[src/rtl/traffic_pkg.sv]
// Shared types and default timing for the intersection controller.
package traffic_pkg;

    typedef enum logic [1:0] {
        MODE_EMG   = 2'd0,
        MODE_PED   = 2'd1,
        MODE_NIGHT = 2'd2,
        MODE_DAY   = 2'd3
    } mode_t;

    typedef enum logic [2:0] {
        PH_GREEN       = 3'd0,
        PH_YELLOW      = 3'd1,
        PH_ALL_RED     = 3'd2,
        PH_WALK        = 3'd3,
        PH_EMG         = 3'd4,
        PH_NIGHT_FLASH = 3'd5
    } phase_t;

    localparam int DEF_NUM_LANES   = 8;
    localparam int DEF_CNT_W       = 7;
    localparam int DEF_GREEN_MIN   = 5;
    localparam int DEF_YELLOW_T    = 3;
    localparam int DEF_ALLRED_T    = 2;
    localparam int DEF_WALK_T      = 15;
    localparam int DEF_NIGHT_START = 20;
    localparam int DEF_NIGHT_END   = 6;

endpackage

[src/rtl/phase_timer.sv]
// Loadable tick-enabled down-counter; 'last' marks the final tick of a phase.
module phase_timer #(
    parameter int               CNT_W   = 7,
    parameter logic [CNT_W-1:0] RST_VAL = '0
) (
    input  logic             clk,
    input  logic             rst,
    input  logic             tick,
    input  logic             load,
    input  logic [CNT_W-1:0] load_val,
    input  logic             hold,
    output logic [CNT_W-1:0] count,
    output logic             last
);

    logic [CNT_W-1:0] r_count;

    // Load beats hold so a phase change always restarts the count; zero never wraps.
    always_ff @(posedge clk or negedge rst) begin
        if (!rst) begin
            r_count <= RST_VAL;
        end else if (load) begin
            r_count <= load_val;
        end else if (tick && !hold && (r_count != '0)) begin
            r_count <= r_count - 1'b1;
        end
    end

    assign count = r_count;
    assign last  = (r_count == CNT_W'(1));

endmodule

[src/rtl/intersection_controller.sv]
// Intersection sequencer: load-proportional round-robin greens with yellow/all-red
// clearance, latched pedestrian walk, emergency preemption and night flashing.
module intersection_controller
    import traffic_pkg::*;
#(
    parameter int NUM_LANES   = DEF_NUM_LANES,
    parameter int CNT_W       = DEF_CNT_W,
    parameter int GREEN_MIN   = DEF_GREEN_MIN,
    parameter int YELLOW_T    = DEF_YELLOW_T,
    parameter int ALLRED_T    = DEF_ALLRED_T,
    parameter int WALK_T      = DEF_WALK_T,
    parameter int NIGHT_START = DEF_NIGHT_START,
    parameter int NIGHT_END   = DEF_NIGHT_END
) (
    input  logic                            clk,
    input  logic                            rst,
    input  logic                            tick,
    input  logic [4:0]                      hours_in,
    input  logic                            ped_req,
    input  logic                            emg_req,
    input  logic [NUM_LANES-1:0]            emg_lane,
    input  logic [NUM_LANES-1:0][CNT_W-1:0] lane_load,
    output logic [NUM_LANES-1:0]            green,
    output logic [NUM_LANES-1:0]            yellow,
    output logic                            walk,
    output logic [1:0]                      mode,
    output logic [CNT_W-1:0]                count
);

    localparam int               LANE_W        = $clog2(NUM_LANES);
    localparam logic [CNT_W-1:0] GREEN_MIN_C   = CNT_W'(GREEN_MIN);
    localparam logic [CNT_W-1:0] YELLOW_C      = CNT_W'(YELLOW_T);
    localparam logic [CNT_W-1:0] ALLRED_C      = CNT_W'(ALLRED_T);
    localparam logic [CNT_W-1:0] WALK_C        = CNT_W'(WALK_T);
    localparam logic [4:0]       NIGHT_START_H = 5'(NIGHT_START);
    localparam logic [4:0]       NIGHT_END_H   = 5'(NIGHT_END);
    localparam logic [4:0]       LAST_HOUR     = 5'd23;

    phase_t               r_state;
    logic [LANE_W-1:0]    r_cur;
    logic                 r_ped;
    logic [NUM_LANES-1:0] r_green;
    logic [NUM_LANES-1:0] r_yellow;
    logic                 r_walk;
    mode_t                r_mode;

    logic                 w_night;
    logic [LANE_W-1:0]    w_emg_sel;
    logic [LANE_W-1:0]    w_next_lane;
    logic [LANE_W-1:0]    w_idx;
    logic                 w_found;
    logic [CNT_W-1:0]     w_green_dur;
    logic                 w_go;
    phase_t               w_dest;
    mode_t                w_dest_mode;
    logic [CNT_W-1:0]     w_load_val;
    logic                 w_hold;
    logic                 w_last;
    logic [CNT_W-1:0]     w_count;

    function automatic logic [LANE_W-1:0] lane_add(input logic [LANE_W-1:0] base, input int off);
        int s;
        s = int'(base) + off;
        if (s >= NUM_LANES) s = s - NUM_LANES;
        return LANE_W'(s);
    endfunction

    function automatic logic [NUM_LANES-1:0] lane_bit(input logic [LANE_W-1:0] idx);
        logic [NUM_LANES-1:0] v;
        v      = '0;
        v[idx] = 1'b1;
        return v;
    endfunction

    // The night window wraps midnight; out-of-range hours count as day.
    assign w_night = (hours_in <= LAST_HOUR) &&
                     ((hours_in >= NIGHT_START_H) || (hours_in < NIGHT_END_H));

    // NOTE: every always_comb output gets a default first so no path can infer a latch.
    always_comb begin
        w_emg_sel = '0;
        for (int i = NUM_LANES - 1; i >= 0; i--) begin
            if (emg_lane[i]) w_emg_sel = LANE_W'(i);
        end
    end

    // Round-robin from cur+1, skipping idle lanes; falls back to cur+1 when all are idle.
    always_comb begin
        w_next_lane = lane_add(r_cur, 1);
        w_idx       = '0;
        w_found     = 1'b0;
        for (int k = 1; k <= NUM_LANES; k++) begin
            w_idx = lane_add(r_cur, k);
            if (!w_found && (lane_load[w_idx] != '0)) begin
                w_next_lane = w_idx;
                w_found     = 1'b1;
            end
        end
        w_green_dur = (lane_load[w_next_lane] > GREEN_MIN_C) ? lane_load[w_next_lane] : GREEN_MIN_C;
    end

    always_comb begin
        w_go   = 1'b0;
        w_dest = r_state;
        if (tick) begin
            unique case (r_state)
                PH_ALL_RED: begin
                    if (w_last) begin
                        w_go = 1'b1;
                        if (emg_req)      w_dest = PH_EMG;
                        else if (r_ped)   w_dest = PH_WALK;
                        else if (w_night) w_dest = PH_NIGHT_FLASH;
                        else              w_dest = PH_GREEN;
                    end
                end
                PH_GREEN: begin
                    if (emg_req) begin
                        w_go   = 1'b1;
                        w_dest = (w_emg_sel == r_cur) ? PH_EMG : PH_YELLOW;
                    end else if (w_last) begin
                        w_go   = 1'b1;
                        w_dest = PH_YELLOW;
                    end
                end
                PH_YELLOW: begin
                    if (w_last) begin
                        w_go   = 1'b1;
                        w_dest = PH_ALL_RED;
                    end
                end
                PH_WALK: begin
                    if (emg_req || w_last) begin
                        w_go   = 1'b1;
                        w_dest = PH_ALL_RED;
                    end
                end
                PH_EMG: begin
                    if (!emg_req) begin
                        w_go   = 1'b1;
                        w_dest = PH_YELLOW;
                    end
                end
                PH_NIGHT_FLASH: begin
                    if (emg_req || r_ped || !w_night) begin
                        w_go   = 1'b1;
                        w_dest = PH_ALL_RED;
                    end
                end
                default: begin
                    w_go   = 1'b1;
                    w_dest = PH_ALL_RED;
                end
            endcase
        end
    end

    // Clearance started by preemption shows EMG; the all-red after a yellow inherits its mode.
    always_comb begin
        w_dest_mode = MODE_DAY;
        w_load_val  = '0;
        unique case (w_dest)
            PH_GREEN: w_load_val = w_green_dur;
            PH_YELLOW: begin
                w_load_val = YELLOW_C;
                if ((r_state == PH_GREEN) && emg_req) w_dest_mode = MODE_EMG;
            end
            PH_ALL_RED: begin
                w_load_val = ALLRED_C;
                if (r_state == PH_YELLOW) w_dest_mode = r_mode;
                else if (emg_req)         w_dest_mode = MODE_EMG;
            end
            PH_WALK: begin
                w_load_val  = WALK_C;
                w_dest_mode = MODE_PED;
            end
            PH_EMG:         w_dest_mode = MODE_EMG;
            PH_NIGHT_FLASH: w_dest_mode = MODE_NIGHT;
            default: ;
        endcase
    end

    assign w_hold = (r_state == PH_EMG) || (r_state == PH_NIGHT_FLASH);

    phase_timer #(
        .CNT_W   (CNT_W),
        .RST_VAL (ALLRED_C)
    ) u_timer (
        .clk      (clk),
        .rst      (rst),
        .tick     (tick),
        .load     (w_go),
        .load_val (w_load_val),
        .hold     (w_hold),
        .count    (w_count),
        .last     (w_last)
    );

    // NOTE: sequential state uses non-blocking assignments; the later WALK-entry clear
    // of r_ped deliberately overrides the earlier set within the same cycle.
    always_ff @(posedge clk or negedge rst) begin
        if (!rst) begin
            r_state  <= PH_ALL_RED;
            r_cur    <= LANE_W'(NUM_LANES - 1);
            r_ped    <= 1'b0;
            r_green  <= '0;
            r_yellow <= '0;
            r_walk   <= 1'b0;
            r_mode   <= MODE_DAY;
        end else begin
            if (ped_req) r_ped <= 1'b1;
            if (w_go) begin
                r_state  <= w_dest;
                r_mode   <= w_dest_mode;
                r_green  <= '0;
                r_yellow <= '0;
                r_walk   <= 1'b0;
                unique case (w_dest)
                    PH_GREEN: begin
                        r_cur   <= w_next_lane;
                        r_green <= lane_bit(w_next_lane);
                    end
                    PH_YELLOW:      r_yellow <= lane_bit(r_cur);
                    PH_WALK: begin
                        r_ped  <= 1'b0;
                        r_walk <= 1'b1;
                    end
                    PH_EMG: begin
                        r_cur   <= w_emg_sel;
                        r_green <= lane_bit(w_emg_sel);
                    end
                    PH_NIGHT_FLASH: r_yellow <= '1;
                    default: ;
                endcase
            end else if (tick && (r_state == PH_NIGHT_FLASH)) begin
                r_yellow <= ~r_yellow;
            end
        end
    end

    assign green  = r_green;
    assign yellow = r_yellow;
    assign walk   = r_walk;
    assign mode   = r_mode;
    assign count  = w_count;

endmodule

[config.mk]
export PLATFORM = sky130hd
export DESIGN_NAME = intersection_controller
export DESIGN_NICKNAME = d
export VERILOG_FILES = /design/src/rtl/traffic_pkg.sv /design/src/rtl/phase_timer.sv /design/src/rtl/intersection_controller.sv
export SDC_FILE = /design/constraint.sdc
export NUM_CORES = 1
export LEC_CHECK = 0
export CORE_UTILIZATION = 45
export CTS_BUF_LIST = sky130_fd_sc_hd__clkbuf_8
export CTS_CLUSTER_DIAMETER = 50
export DETAILED_ROUTE_END_ITERATION = 7
export GPL_TIMING_DRIVEN = 0
export PLACE_DENSITY = 0.82
export SLEW_MARGIN = 10
export SYNTH_ARGS = -nofsm -noshare
export SYNTH_HDL_FRONTEND = slang
export SYNTH_HIERARCHICAL = 1
export SYNTH_SLANG_ARGS = --single-unit
export TNS_END_PERCENT = 1
[constraint.sdc]
create_clock -name clk -period 6.3 [get_ports clk]
set_input_delay 1.575 -clock clk [delete_from_list [all_inputs] [get_ports clk]]
set_output_delay 1.575 -clock clk [all_outputs]
set_load 0.1 [all_outputs]
Yosys cells after proc, flatten, opt, wreduce, memory -nomap -nowiden
Cells that the tools add are included.
- add/sub/neg operators: 17
- magnitude comparators: 26
- reduce and logical (&&, ||, !) cells: 46
- bitwise logic cells: 1
- muxes and demuxes: 91
- eq/ne operators: 13
- operator list (cell ; count):
    binary-select mux 7 bit (select 3 bit) ; 9
    two-way mux 3 bit ; 35
    two-way mux 7 bit ; 12
    nonzero test 7 bit ; 9
    less-than comparator 3 x 4 -> 1 bit, second input constant ; 11
    one-hot mux 8 bit (2 select lines) ; 2
    greater-or-equal comparator 4 bit, second input constant ; 7
    one-hot mux 7 bit (4 select lines) ; 1
    subtractor 3 x 1 -> 3 bit, second input constant ; 8
    two-way mux 1 bit ; 20
    one-hot mux 3 bit (6 select lines) ; 1
    adder 3 x 3 -> 4 bit, second input constant ; 4
    two-way mux 8 bit ; 2
    logical AND 1 bit ; 15
    equality test 3 x 2 -> 1 bit, second input constant ; 4
    equality test 3 bit, second input constant ; 4
    one-hot mux 2 bit (5 select lines) ; 1
    demux 1 bit (select 3 bit) ; 3
    greater-or-equal comparator 3 x 1 -> 1 bit, second input constant ; 3
    logical NOT 1 bit ; 9
    adder 3 x 2 -> 4 bit, second input constant ; 2
    NOT 8 bit ; 1
    equality test 7 x 1 -> 1 bit, second input constant ; 1
    greater-than comparator 7 x 3 -> 1 bit, second input constant ; 1
    18 further kinds ; 29
- output and inout port bits: 26
- logic and storage cells: 202
- bits in registers: 33
- bits of input ports: 74

Logic depth before layout (Yosys ltp)
- depth in word-level cells: 34
- depth in mapped cells: 20
- gate-level depth less buffers: 16

Hierarchy
The synthesis kept the hierarchy.
- by module, submodules not included (module ; seq. area each (um^2) ; area each (um^2) ; instances ; cells each):
    intersection_controller ; 658.1 ; 3707.3 ; 1 ; 443
    phase_timer ; 176.4 ; 499.2 ; 1 ; 56

Worst setup path before layout
No wires, ideal clock.
- kind: input -> register
- start: input lane_load[51] (netlist name)
- end: register u_timer.r_count[0] (netlist: u_timer/count[0])
- setup slack: 1.025 ns
- stages: 17
- required time: 6.168 ns
- buffers on the path: 2
- setup time: 0.132 ns
- arrival time: 5.143 ns
- cell sequence: or4_4 nor4b_2 nor2_1 mux4_2 or2_1 o22ai_1 a221oi_1 a211o_1 buf_6 buf_12 mux2i_1 mux2_2 a21oi_1 o32ai_2 nand2_1 o21ai_0 or3b_1
- cells in the longest elaborated chain, start to end: 31
- elaborated cells on any way between the ends: 58
- those cells by class: order compare (1); mux (35); reduce/logical (22)
- ends and longest elaborated chain (element ; RTL line ; source):
    start, declared ; intersection_controller.sv:22 ; input logic [NUM_LANES-1:0][CNT_W-1:0] lane_load,
    binary-select mux 7 bit (select 3 bit) ; intersection_controller.sv:94 ; if (!w_found && (lane_load[w_idx] != '0)) begin
    two-way mux 7 bit (not written as such) ; intersection_controller.sv:94 ;
    nonzero test 7 bit ; intersection_controller.sv:94 ;
    two-way mux 1 bit ; intersection_controller.sv:94 ;
    logical NOT 1 bit ; intersection_controller.sv:94 ;
    logical AND 1 bit ; intersection_controller.sv:94 ;
    two-way mux 1 bit ; intersection_controller.sv:94 ;
    logical NOT 1 bit ; intersection_controller.sv:94 ;
    [16 not listed] ; -- ;
    two-way mux 3 bit ; intersection_controller.sv:94 ;
    binary-select mux 7 bit (select 3 bit) * ; intersection_controller.sv:99 ; w_green_dur = (lane_load[w_next_lane] > GREEN_MIN_C) ? lane_load[w_next_lane] : GREEN_MIN_C;
    two-way mux 7 bit (not written as such) * ; intersection_controller.sv:99 ;
    greater-than comparator 7 x 3 -> 1 bit ; intersection_controller.sv:99 ;
    two-way mux 7 bit * ; intersection_controller.sv:99 ;
    one-hot mux 7 bit (4 select lines) * ; intersection_controller.sv:161 ; unique case (w_dest)
    net w_load_val[0] ; intersection_controller.sv:56 ; logic [CNT_W-1:0] w_load_val;
    two-way mux 7 bit * ; phase_timer.sv:22 ; end else if (load) begin
    end signal, assigned ; phase_timer.sv:23 ; r_count <= load_val;
    end signal, assigned ; phase_timer.sv:25 ; r_count <= r_count - 1'b1;
    end, declared ; phase_timer.sv:16 ; logic [CNT_W-1:0] r_count;
The timed path passes the listed nets; every way through them passes the cells marked *. The select of a mux whose other input is x is not followed.
A chain may end at the register's enable or synchronous reset.

Worst setup path in the final report
- start: input lane_load[30] (netlist name)
- end: register u_timer.r_count[0] (netlist: u_timer/count[0])
The elaborated chain is that of the path after synthesis.

==> run metrics <==
outcome completed; Yosys reg bits 33; DR pass1 iterations 5; worst relative slew slack between 30% and 40%; largest net degree at the start of global routing 34; Critical Path Start Type primary input; Mapped Nets a little under 600; Initial Util roughly 47%; ANT cells 0; core area around 9000 sq um; CTS Buffer Depth 2; Cell Area, Placed 5310 sq um; Final setup viols 0; final cycle utilization of the critical path between 90 and 100%; DR DRC count 0; number of synthesized flops with an enable pin 0; met3 Resource Use GR 5.67%; HPWL after DPL approximately 11 mm; Root Buffer clkbuf_8; vias in the first global route 4,271; area leader, netlist dfrtp_1; Worst EP arrival 6.20 ns; final non-filler cell total 714; antenna viol nets, final 0; fin crit period 6.03 ns; Core Util, Final about three fifths; CP Max Fanout 10; Clock power frac roughly 6.4%; GR Util met2 44.5%; top post-synthesis cells by area dfrtp_1 (15%), mux2i_1 (9.3%), mux4_2 (5.9%); GPL Wtd Cong between 0.9 and 1; GR Overflow Total 0; Worst path slowest cell or4_4; max cap viols 0; CP dominant cell by count mux2i_1; CTS tree built; RSZ-0062 raised after global routing no; GRT Total Usage 27.4%; Final Hold Vio Count 0; Worst Setup Path Type primary input to flop; crit path cell chain clkdlybuf4s50_1 > or4_4 > nor4_2 > mux2i_1 > mux4_2 > and2b_2 > a311oi_1 > o31ai_2 > buf_4 > buf_4 > mux2i_1 > mux2i_1 > mux2_2 > a21oi_1 > o32ai_2 > nand2_1 > o21ai_0 > or3b_1; Synth Cell Area ~4200 sq um; CTS Sinks 33; # rows 34; Gate power share about four fifths; Worst Tran Pin Value 1.01 ns; fraction of layout cells with a size suffix above 1 13.2%; Leak ~0.0021 uW; post-DR wirelength/cell 18.7 um; Pwr Density just over 500 nW/um^2; total CTS buffers 5; Sw Ratio between 50% and 60%; number of DRC markers after the initial detailed-route iteration roughly 350; clk_lat worst skew approximately 0.29 ns; fin area 5430 sq um; Worst setup EP type flop; Slew Viols, Final 0; die area between 9000 and 10,000 sq um; Final Routed Wirelength ~13 mm; vias per cell 6.39; GR peak layer met2; Synth Instances approximately 500; Buffers on Ports 97; Yosys cell types 89; YS warnings 6; io pins 100; Psw about 1600 uW; Area Growth Syn to Fin 29.1%; post-synthesis sequential area ratio 19.8%; initial antenna violation count 0; worst hold path class flop to flop; layout filler cell count between 700 and 800; Sum Neg Setup Slack 0 ns; Clock Skew approximately 0.0063 ns; met1 usage about 37%; Max rail drop VDD 0.379 mV; H-tree depth 2; first-pass GRT wire length 21.3 mm; critical path required time 6.47 ns; Max Freq about 170 MHz; Reg clk slew, reported paths roughly 0.070 ns; critical path's largest stage delay between 0.5 and 0.6 ns; internal power around 1200 uW; Die Wd ~99 um; Seq pwr share a little over an eighth; Primary FF master, synth dfrtp_1; via count ~4,600; placed instance count around 700; top cell type's share of synthesized area between 10% and 20%; synthesized area per cell between 8 and 9 sq um; asr flop ratio synth between 90% and 100%; die height approximately 99 um; Final nets 688
==> registers in the layout (all words and copies together) (netlist names) <==
register,cells
green,8
yellow,8
u_timer/count,7
r_cur,3
r_state,3
mode,2
r_ped,1
walk,1
==> cell families (layout without fill, tap and decap cells) <==
group,Yosys count,in the layout,share of synthesized area (%)
DFF,33,33,19.8
adders and majority gates,9,9,2.68
xor gates and xnor gates,7,7,1.90
and+or+nand+nor,188,188,24.0
AOI/OAI and AO/OA,152,152,26.3
buffers and inverters,47,154,5.71
muxes,63,63,19.5
==> cell usage in the layout (no fill, tap or decap), types with 4 or more instances in the layout <==
| cell type | netlist | final |
|---|---|---|
| buf_2 | 8 | 9 |
| mux2i_1 | 39 | 39 |
| mux2_2 | 8 | 8 |
| o22ai_1 | 8 | 8 |
| a21o_1 | 5 | 5 |
| nand3_1 | 7 | 7 |
| mux4_2 | 11 | 11 |
| o21ai_1 | 4 | 4 |
| o32a_1 | 4 | 4 |
| a32oi_1 | 5 | 5 |
| xnor2_1 | 5 | 5 |
| and2_1 | 4 | 4 |
| a221oi_1 | 4 | 4 |
| clkbuf_1 | 12 | 12 |
| o31ai_1 | 4 | 4 |
| dfrtp_1 | 26 | 26 |
| a31oi_1 | 11 | 11 |
| clkbuf_8 | 0 | 7 |
| nand2_1 | 45 | 45 |
| a22o_1 | 4 | 4 |
| buf_4 | 3 | 5 |
| nand2b_1 | 10 | 10 |
| a211oi_1 | 6 | 6 |
| o22a_1 | 8 | 8 |
| o211ai_1 | 5 | 5 |
| dfstp_2 | 7 | 7 |
| nor4_1 | 4 | 4 |
| o21ai_0 | 27 | 27 |
| clkdlybuf4s50_1 | 0 | 96 |
| inv_1 | 14 | 14 |
| nor2_1 | 51 | 51 |
| ha_1 | 9 | 9 |
| nor3_1 | 19 | 18 |
| a21oi_1 | 25 | 25 |
| or4_4 | 4 | 4 |
| nor2b_1 | 7 | 7 |
==> final timing paths <==
| kind | start | end | slack, ns | depth (start not counted) |
|---|---|---|---|---|
| setup / recovery | lane_load[30] | u_timer/count[0]$_DFFE_PN0P_ | 0.27 | 18 |
| hold / removal | green[5]$_DFFE_PN0P_ | green[5]$_DFFE_PN0P_ | 0.49 | 2 |
| setup reg to reg | r_cur[1]$_DFFE_PN1P_ | u_timer/count[0]$_DFFE_PN0P_ | 1.16 | 20 |
| hold reg to reg | green[5]$_DFFE_PN0P_ | green[5]$_DFFE_PN0P_ | 0.49 | 2 |
| max in group asynchronous | rst | r_ped$_DFF_PN0_ | 4.48 | 1 |
| min in group asynchronous | rst | green[5]$_DFFE_PN0P_ | 1.34 | 1 |
==> cells in the mapped netlist, types with 3 or more instances <==
cell and n:
nor2_1 51, nand2_1 45, mux2i_1 39, o21ai_0 27, dfrtp_1 26, a21oi_1 25
nor3_1 19, inv_1 14, clkbuf_1 12, a31oi_1 11, mux4_2 11, nand2b_1 10
ha_1 9, buf_2 8, mux2_2 8, o22a_1 8, o22ai_1 8, dfstp_2 7
nand3_1 7, nor2b_1 7, a211oi_1 6, a21o_1 5, a32oi_1 5, o211ai_1 5
xnor2_1 5, a221oi_1 4, a22o_1 4, and2_1 4, nor4_1 4, o21ai_1 4
o31ai_1 4, o32a_1 4, or4_4 4, buf_4 3, nand4b_1 3, nor3b_1 3
o2111ai_1 3, o21a_1 3, or2_1 3, or2_2 3, or3_1 3
==> worst max-delay path: cells and delay by family <==
| family | cells | cell delay [ns] |
|---|---|---|
| buffers and inverters | 3 | 0.82 |
| multiplexers | 5 | 1.41 |
| AO/OA/AOI/OAI | 5 | 0.72 |
| AND/OR/NAND/NOR | 5 | 1.66 |
==> power groups by stage <==
stage	Clock, uW	Combinational [uW]	Sequential (uW)
2_1_floorplan	0	1270	789
5_1_grt	188	2370	389
3_5_place_dp	0	2190	376
4_1_cts	181	2200	374
3_3_place_gp	0	2150	373
6_report	178	2240	375
==> timing repair <==
item / in CTS / in global routing
buffers inserted: 0 / 2
hold buffers: 0 / 0
gates resized for setup: 0 / 1
endpoints found under the setup margin: 0 / 2
==> final cells by class <==
class,instances,area [sq um],area share (%)
buffer,29,173,3.18
clock buffer,7,96.3,1.77
clock inverter,1,5.00,0.0922
inverter,18,67.6,1.24
multi-input combinational,419,3140,57.8
sequential,33,835,15.4
tap,108,135,2.49
timing repair buffer,99,981,18.1
==> per-layer routing <==
layer,vias to the layer above,routed length [um]
met1,2177,5840
met3,23,1070
met2,220,6230
met5,-,0
li1,2139,-
met4,0,228
==> metrics by stage <==
step                worst slack, ns  hold WS (ns)  power (uW)
floorplan                      1.03         0.485        2060
global placement            -0.0428         0.466        2530
detailed placement           -0.104         0.476        2560
CTS                           0.190         0.492        2750
global route                 0.0387         0.525        2950
finish                        0.269         0.485        2790
Note: power is estimated with default switching activity, not from simulation.
